$ cat src/rtl/branch_predictor.sv
// rtl/branch_predictor.sv - 2-bit counter branch predictor with direct-mapped target table and mispredict check
//
// Ports:
//   clk, rst                      core clock, synchronous active-high reset
//   if_pc                         fetch PC to look up
//   pred_taken, pred_target       combinational prediction for if_pc
//   ex_valid, ex_pc, ex_is_br     execute-stage instruction and whether it is a branch/jump
//   ex_taken, ex_target           resolved outcome
//   ex_pred_taken, ex_pred_target prediction carried down the pipe
//   mispredict, redirect_pc       flush request and correct next PC
//   br_count, mp_count            resolved branch and mispredict counters

module branch_predictor #(
    parameter int BUS_WIDTH = 32,
    parameter int IDX_BITS  = 4
) (
    input  logic                 clk,
    input  logic                 rst,
    input  logic [BUS_WIDTH-1:0] if_pc,
    output logic                 pred_taken,
    output logic [BUS_WIDTH-1:0] pred_target,
    input  logic                 ex_valid,
    input  logic [BUS_WIDTH-1:0] ex_pc,
    input  logic                 ex_is_br,
    input  logic                 ex_taken,
    input  logic [BUS_WIDTH-1:0] ex_target,
    input  logic                 ex_pred_taken,
    input  logic [BUS_WIDTH-1:0] ex_pred_target,
    output logic                 mispredict,
    output logic [BUS_WIDTH-1:0] redirect_pc,
    output logic [31:0]          br_count,
    output logic [31:0]          mp_count
);

    localparam int ENTRIES = 1 << IDX_BITS;
    localparam int TAG_W   = BUS_WIDTH - IDX_BITS - 2;

    logic                 tbl_valid  [ENTRIES];
    logic [TAG_W-1:0]     tbl_tag    [ENTRIES];
    logic [BUS_WIDTH-1:0] tbl_target [ENTRIES];
    logic [1:0]           tbl_ctr    [ENTRIES];

    logic [IDX_BITS-1:0] if_idx;
    logic [TAG_W-1:0]    if_tag;
    logic [IDX_BITS-1:0] ex_idx;
    logic [TAG_W-1:0]    ex_tag;
    logic                if_hit;
    logic                ex_hit;

    // Instructions are word aligned, so the low PC bits never select anything.
    logic unused_if_low_bits;
    assign unused_if_low_bits = ^if_pc[1:0];

    assign if_idx = if_pc[IDX_BITS+1:2];
    assign if_tag = if_pc[BUS_WIDTH-1:IDX_BITS+2];
    assign ex_idx = ex_pc[IDX_BITS+1:2];
    assign ex_tag = ex_pc[BUS_WIDTH-1:IDX_BITS+2];

    assign if_hit = tbl_valid[if_idx] && (tbl_tag[if_idx] == if_tag);
    assign ex_hit = tbl_valid[ex_idx] && (tbl_tag[ex_idx] == ex_tag);

    // Lookup reads the registered table, so a same-cycle update is seen only next cycle.
    assign pred_taken  = if_hit & tbl_ctr[if_idx][1];
    assign pred_target = pred_taken ? tbl_target[if_idx] : '0;

    always_comb begin
        mispredict  = 1'b0;
        redirect_pc = '0;
        if (ex_valid) begin
            if (ex_is_br) begin
                mispredict = (ex_taken != ex_pred_taken) |
                             (ex_taken & (ex_target != ex_pred_target));
            end else begin
                // A non-branch that was predicted taken hit an aliased entry.
                mispredict = ex_pred_taken;
            end
            redirect_pc = (ex_is_br & ex_taken) ? ex_target : ex_pc + BUS_WIDTH'(4);
        end
    end

    always_ff @(posedge clk) begin
        if (rst) begin
            for (int i = 0; i < ENTRIES; i++) begin
                tbl_valid[i]  <= 1'b0;
                tbl_tag[i]    <= '0;
                tbl_target[i] <= '0;
                tbl_ctr[i]    <= 2'b00;
            end
            br_count <= '0;
            mp_count <= '0;
        end else if (ex_valid) begin
            if (ex_is_br) begin
                br_count <= br_count + 32'd1;
                if (ex_hit) begin
                    if (ex_taken) begin
                        if (tbl_ctr[ex_idx] != 2'b11) begin
                            tbl_ctr[ex_idx] <= tbl_ctr[ex_idx] + 2'b01;
                        end
                        tbl_target[ex_idx] <= ex_target;
                    end else if (tbl_ctr[ex_idx] != 2'b00) begin
                        tbl_ctr[ex_idx] <= tbl_ctr[ex_idx] - 2'b01;
                    end
                end else if (ex_taken) begin
                    // Allocate weakly taken so one contrary outcome flips it.
                    tbl_valid[ex_idx]  <= 1'b1;
                    tbl_tag[ex_idx]    <= ex_tag;
                    tbl_target[ex_idx] <= ex_target;
                    tbl_ctr[ex_idx]    <= 2'b10;
                end
            end else if (ex_hit) begin
                tbl_valid[ex_idx] <= 1'b0;
            end
            if (mispredict) begin
                mp_count <= mp_count + 32'd1;
            end
        end
    end

endmodule
$ cat config.mk
export PLATFORM = sky130hd
export DESIGN_NAME = branch_predictor
export DESIGN_NICKNAME = d
export VERILOG_FILES = /design/src/rtl/branch_predictor.sv
export SDC_FILE = /design/constraint.sdc
export NUM_CORES = 2
export LEC_CHECK = 0
export CORE_ASPECT_RATIO = 1.4
export CORE_MARGIN = 8
export CORE_UTILIZATION = 60
export CTS_CLUSTER_SIZE = 40
export DETAILED_ROUTE_END_ITERATION = 16
export MAX_ROUTING_LAYER = met4
export PLACE_DENSITY = 0.82
export SLEW_MARGIN = 20
export SYNTH_ARGS = -nofsm -noshare
export SYNTH_HDL_FRONTEND = slang
export SYNTH_SLANG_ARGS = --single-unit
$ cat constraint.sdc
create_clock -name clk -period 12.8 [get_ports clk]
set_input_delay 2.56 -clock clk [delete_from_list [all_inputs] [get_ports clk]]
set_output_delay 2.56 -clock clk [all_outputs]
set_load 0.05 [all_outputs]
==> results.txt <==
For the pin with the worst max-slew slack, the measured transition is 1.26 ns. The floorplan step set the die width to 267 µm. For this design the static power due to leakage is 21.6 nW.

The number of placed instances, taps included, is 4828. The worst setup path is of the in -> out kind. The remaining routing DRC violations came out at 0. The register-to-register path setup slack came out at 7.87 ns. The share of the core filled with cells in the final layout is 67.6%.

The number of slew-limit violations in the final report came to 0. Across all hold checks on the routed design, the worst slack comes to 0.505 ns. The total negative slack came out at 0 ns.

The average cell area after synthesis is 14.3 µm². The total vias in the final route is 36000. The total power divided by cell area is 129 nW/µm². The cell area that synthesis handed to floorplanning was 53000 µm².

The flip-flop and latch count after synthesis came out at 1040. The minimum clock period is 10.32 ns. In this run the worst setup path terminates at pred_target[19].

The worst reg-to-reg path cell count came out at 8. The initial antenna violation count came out at 17. The worst-case clock skew is 0.0231 ns. The count of buffers added on input and output ports is 261. Clock tree synthesis selected as its root buffer the cell clkbuf_16. Once layout is done, the placed cells without fillers occupy 59500 µm². The aggregate routed wire length came out at 168000 µm.

The number of endpoints failing setup at the final stage came out at 0. Global routing used 51.8% of the available met2 tracks. The global routing met1 resource utilization is 41.1%. The fraction of final layout cells sized beyond drive strength 1 is 18.2%. The synthesis-to-finish area growth is 12.2%. The post-DP HPWL is 96500 µm.

The maximum ir drop on the vdd rail came out at 0.108 mV. In the post-synthesis netlist, the biggest area contributors are edfxtp_1 55%, mux4_2 16%, and2_1 6.1%, and3_1 5.1%, dfxtp_1 2.4%. Across the run, the number of max-cap violations was 0. For this run, the detailed router's first-pass iteration total came to 8. The number of warnings printed during yosys synthesis is 0. The net count reported at finish came out at 3889. The clock tree buffer depth is 3.

The share of flip-flops with an asynchronous set or reset is 0%. The vertical die dimension came out at 368 µm. The fraction of synthesized cell area taken by the top area cell type is 55.3%. The worst register-to-register path ends at tbl_ctr[1][1]$_SDFFCE_PN0P_.

The path class of the tightest hold or removal check is reg -> reg. The relative max-transition margin came out at 15.5%. The number of gates resized after CTS came out at 0.

In this run the post-CTS setup repair buffer count came out at 0. The maximum number of pins on one net before global-route repair is 303. The startpoint of the most critical register-to-register path is tbl_tag[3][21]$_SDFFCE_PN0P_. The number of enable flip-flop cells after synthesis is 976. The delay of the slowest cell on the worst path came out at 0.99 ns.

The sequential element share of the synthesized area is 57.7%. The flow ran to the end, and the final reports show no timing, DRC or antenna violations. The most used flip-flop cell after synthesis is edfxtp_1.

The gate count of the mapped netlist came out at 3715. Summed over all instances, the cell type with the most area after synthesis is edfxtp_1. The finished layout holds 5032 standard cells, fillers aside.

In this run the remaining antenna-violating nets after routing total 0. In this run the worst setup path begins at if_pc[2]. The first routing iteration left 6399 violations. The synthesized net count came out at 3855.

Buffers inserted during clock tree synthesis total 98. At the end of routability-driven placement, the weighted congestion stood at 0.991. The count of standard-cell rows is 129. The overall overflow remaining after global route came out at 0.

The die covers 98200 µm². The final count of hold timing violations is 0. The clock transition time at the flip-flop clock pins of the worst setup and hold paths came out at 0.06 ns. The data arrival at the endpoint of the critical path came out at 7.76 ns. The worst setup path is captured at a primary output. The total core area came out at 88000 µm². The H-tree level count came out at 3. The global routing stage identified its most utilized layer as met2. Before CTS, the worst setup slack after placement is 2.80 ns. The wire length of the first global-routing pass is 240000 µm. The critical path required time came out at 10.24 ns. The number of global-route vias before repair was 35800.

Dividing the final minimum period by the clock period gives 80.7%. Traced cell by cell, the critical path runs through buf_8 > mux4_2 > mux4_2 > xnor2_1 > nand4_1 > nor4_1 > nand4_1 > buf_4 > nor2b_1 > clkdlybuf4s50_1. The overall power consumption is 7.66 mW.

Clock tree synthesis found a total of 1040 sinks. The post-place instance area came out at 56400 µm². The critical path's slowest cell is xnor2_1. For this run, the total global-route usage over all layers was measured as 34.8%.

The initial utilization of the core area, before any placement, comes to 60.2%. The dominant cell by count in the synthesized netlist is edfxtp_1. The post-cts hold buffer count came out at 0. The count of cell types in the netlist came out at 63. 264 I/O pins were placed. The final worst-path setup slack came out at 2.48 ns. The average wire length per cell after detail routing is 33.4 µm. TritonCTS built the clock tree. The post-detailed-route via-to-cell ratio is 7.16. By count the netlist is led by 976 x edfxtp_1, 516 x and2_1, 430 x and3_1.

The global-route met3 utilization is 11.7%. STA classifies the critical path startpoint as an input pin. The largest fanout of any net on the critical path is 57. Clock latency on the worst-skew pair, taken at its later pin, is 0.69 ns. The achievable clock frequency came out at 0.0969 GHz. Setup repair after global routing left no endpoint under its margin.
[cells in the final DEF (no fill, tap or decap), drive strengths merged, types with 76 or more instances in the layout]
| master | synthesis | final |
|---|---|---|
| nand2 | 117 | 117 |
| mux4 | 387 | 387 |
| clkbuf | 333 | 129 |
| clkdlybuf4s50 | 0 | 252 |
| and3 | 430 | 430 |
| xnor2 | 76 | 76 |
| buf | 85 | 99 |
| nor2 | 113 | 113 |
| xor2 | 82 | 82 |
| edfxtp | 976 | 976 |
| and2 | 517 | 517 |
[critical path: cells and delay by family]
| kind | cells | cell delay (ns) |
|---|---|---|
| simple gates | 4 | 1.35 |
| buf+inv | 3 | 1.69 |
| xor+xnor | 1 | 0.99 |
| mux | 2 | 1.09 |
[sequential cells by signal (all words and copies together), names as in the netlist]
signal,cells
tbl_tag,416
br_count,32
tbl_ctr,32
tbl_target,512
mp_count,32
tbl_valid,16
[power by group]
group / total (mW) / internal [mW] / switching (mW)
Combinational: 0.873 / 0.354 / 0.519
Clock: 2.84 / 1.55 / 1.29
Sequential: 3.95 / 3.88 / 0.0680
[worst min-delay path by stage]
stage	startpoint	slack, ns	depth (start not counted)	to
floorplan	br_count[1]$_SDFFE_PP0P_	0.71	2	br_count[1]$_SDFFE_PP0P_
global placement	br_count[20]$_SDFFE_PP0P_	0.48	2	br_count[20]$_SDFFE_PP0P_
detailed placement	mp_count[11]$_SDFFE_PP0P_	0.49	2	mp_count[11]$_SDFFE_PP0P_
CTS	mp_count[11]$_SDFFE_PP0P_	0.50	2	mp_count[11]$_SDFFE_PP0P_
global route	mp_count[22]$_SDFFE_PP0P_	0.53	2	mp_count[22]$_SDFFE_PP0P_
finish	mp_count[22]$_SDFFE_PP0P_	0.50	2	mp_count[22]$_SDFFE_PP0P_
[final cells by class]
cell class | instances | area (µm²)
sequential | 1040 | 30600
timing repair buffer | 352 | 3320
inverter | 22 | 82.6
multi-input combinational | 2235 | 20900
clock buffer | 128 | 2630
tap | 1179 | 1480
antenna | 24 | 60.1
clock inverter | 52 | 412
fill | 5830 | 28500
[metal layers]
metal / part of all wire, % / wire length [µm]
met5: 0 / 0
met4: 6.9 / 11700
met3: 15 / 25600
met2: 46 / 77000
met1: 32 / 53900
[cell families after synthesis]
logic type	after synthesis	synth area share, %
simple gates	1392	15.2
flops	1040	57.7
mux	465	17.9
buf+inv	440	3.42
compound gates	214	2.92
xor+xnor	158	2.61
fa+ha+maj	6	0.142
No activity file was read; power rests on OpenSTA's default activity.
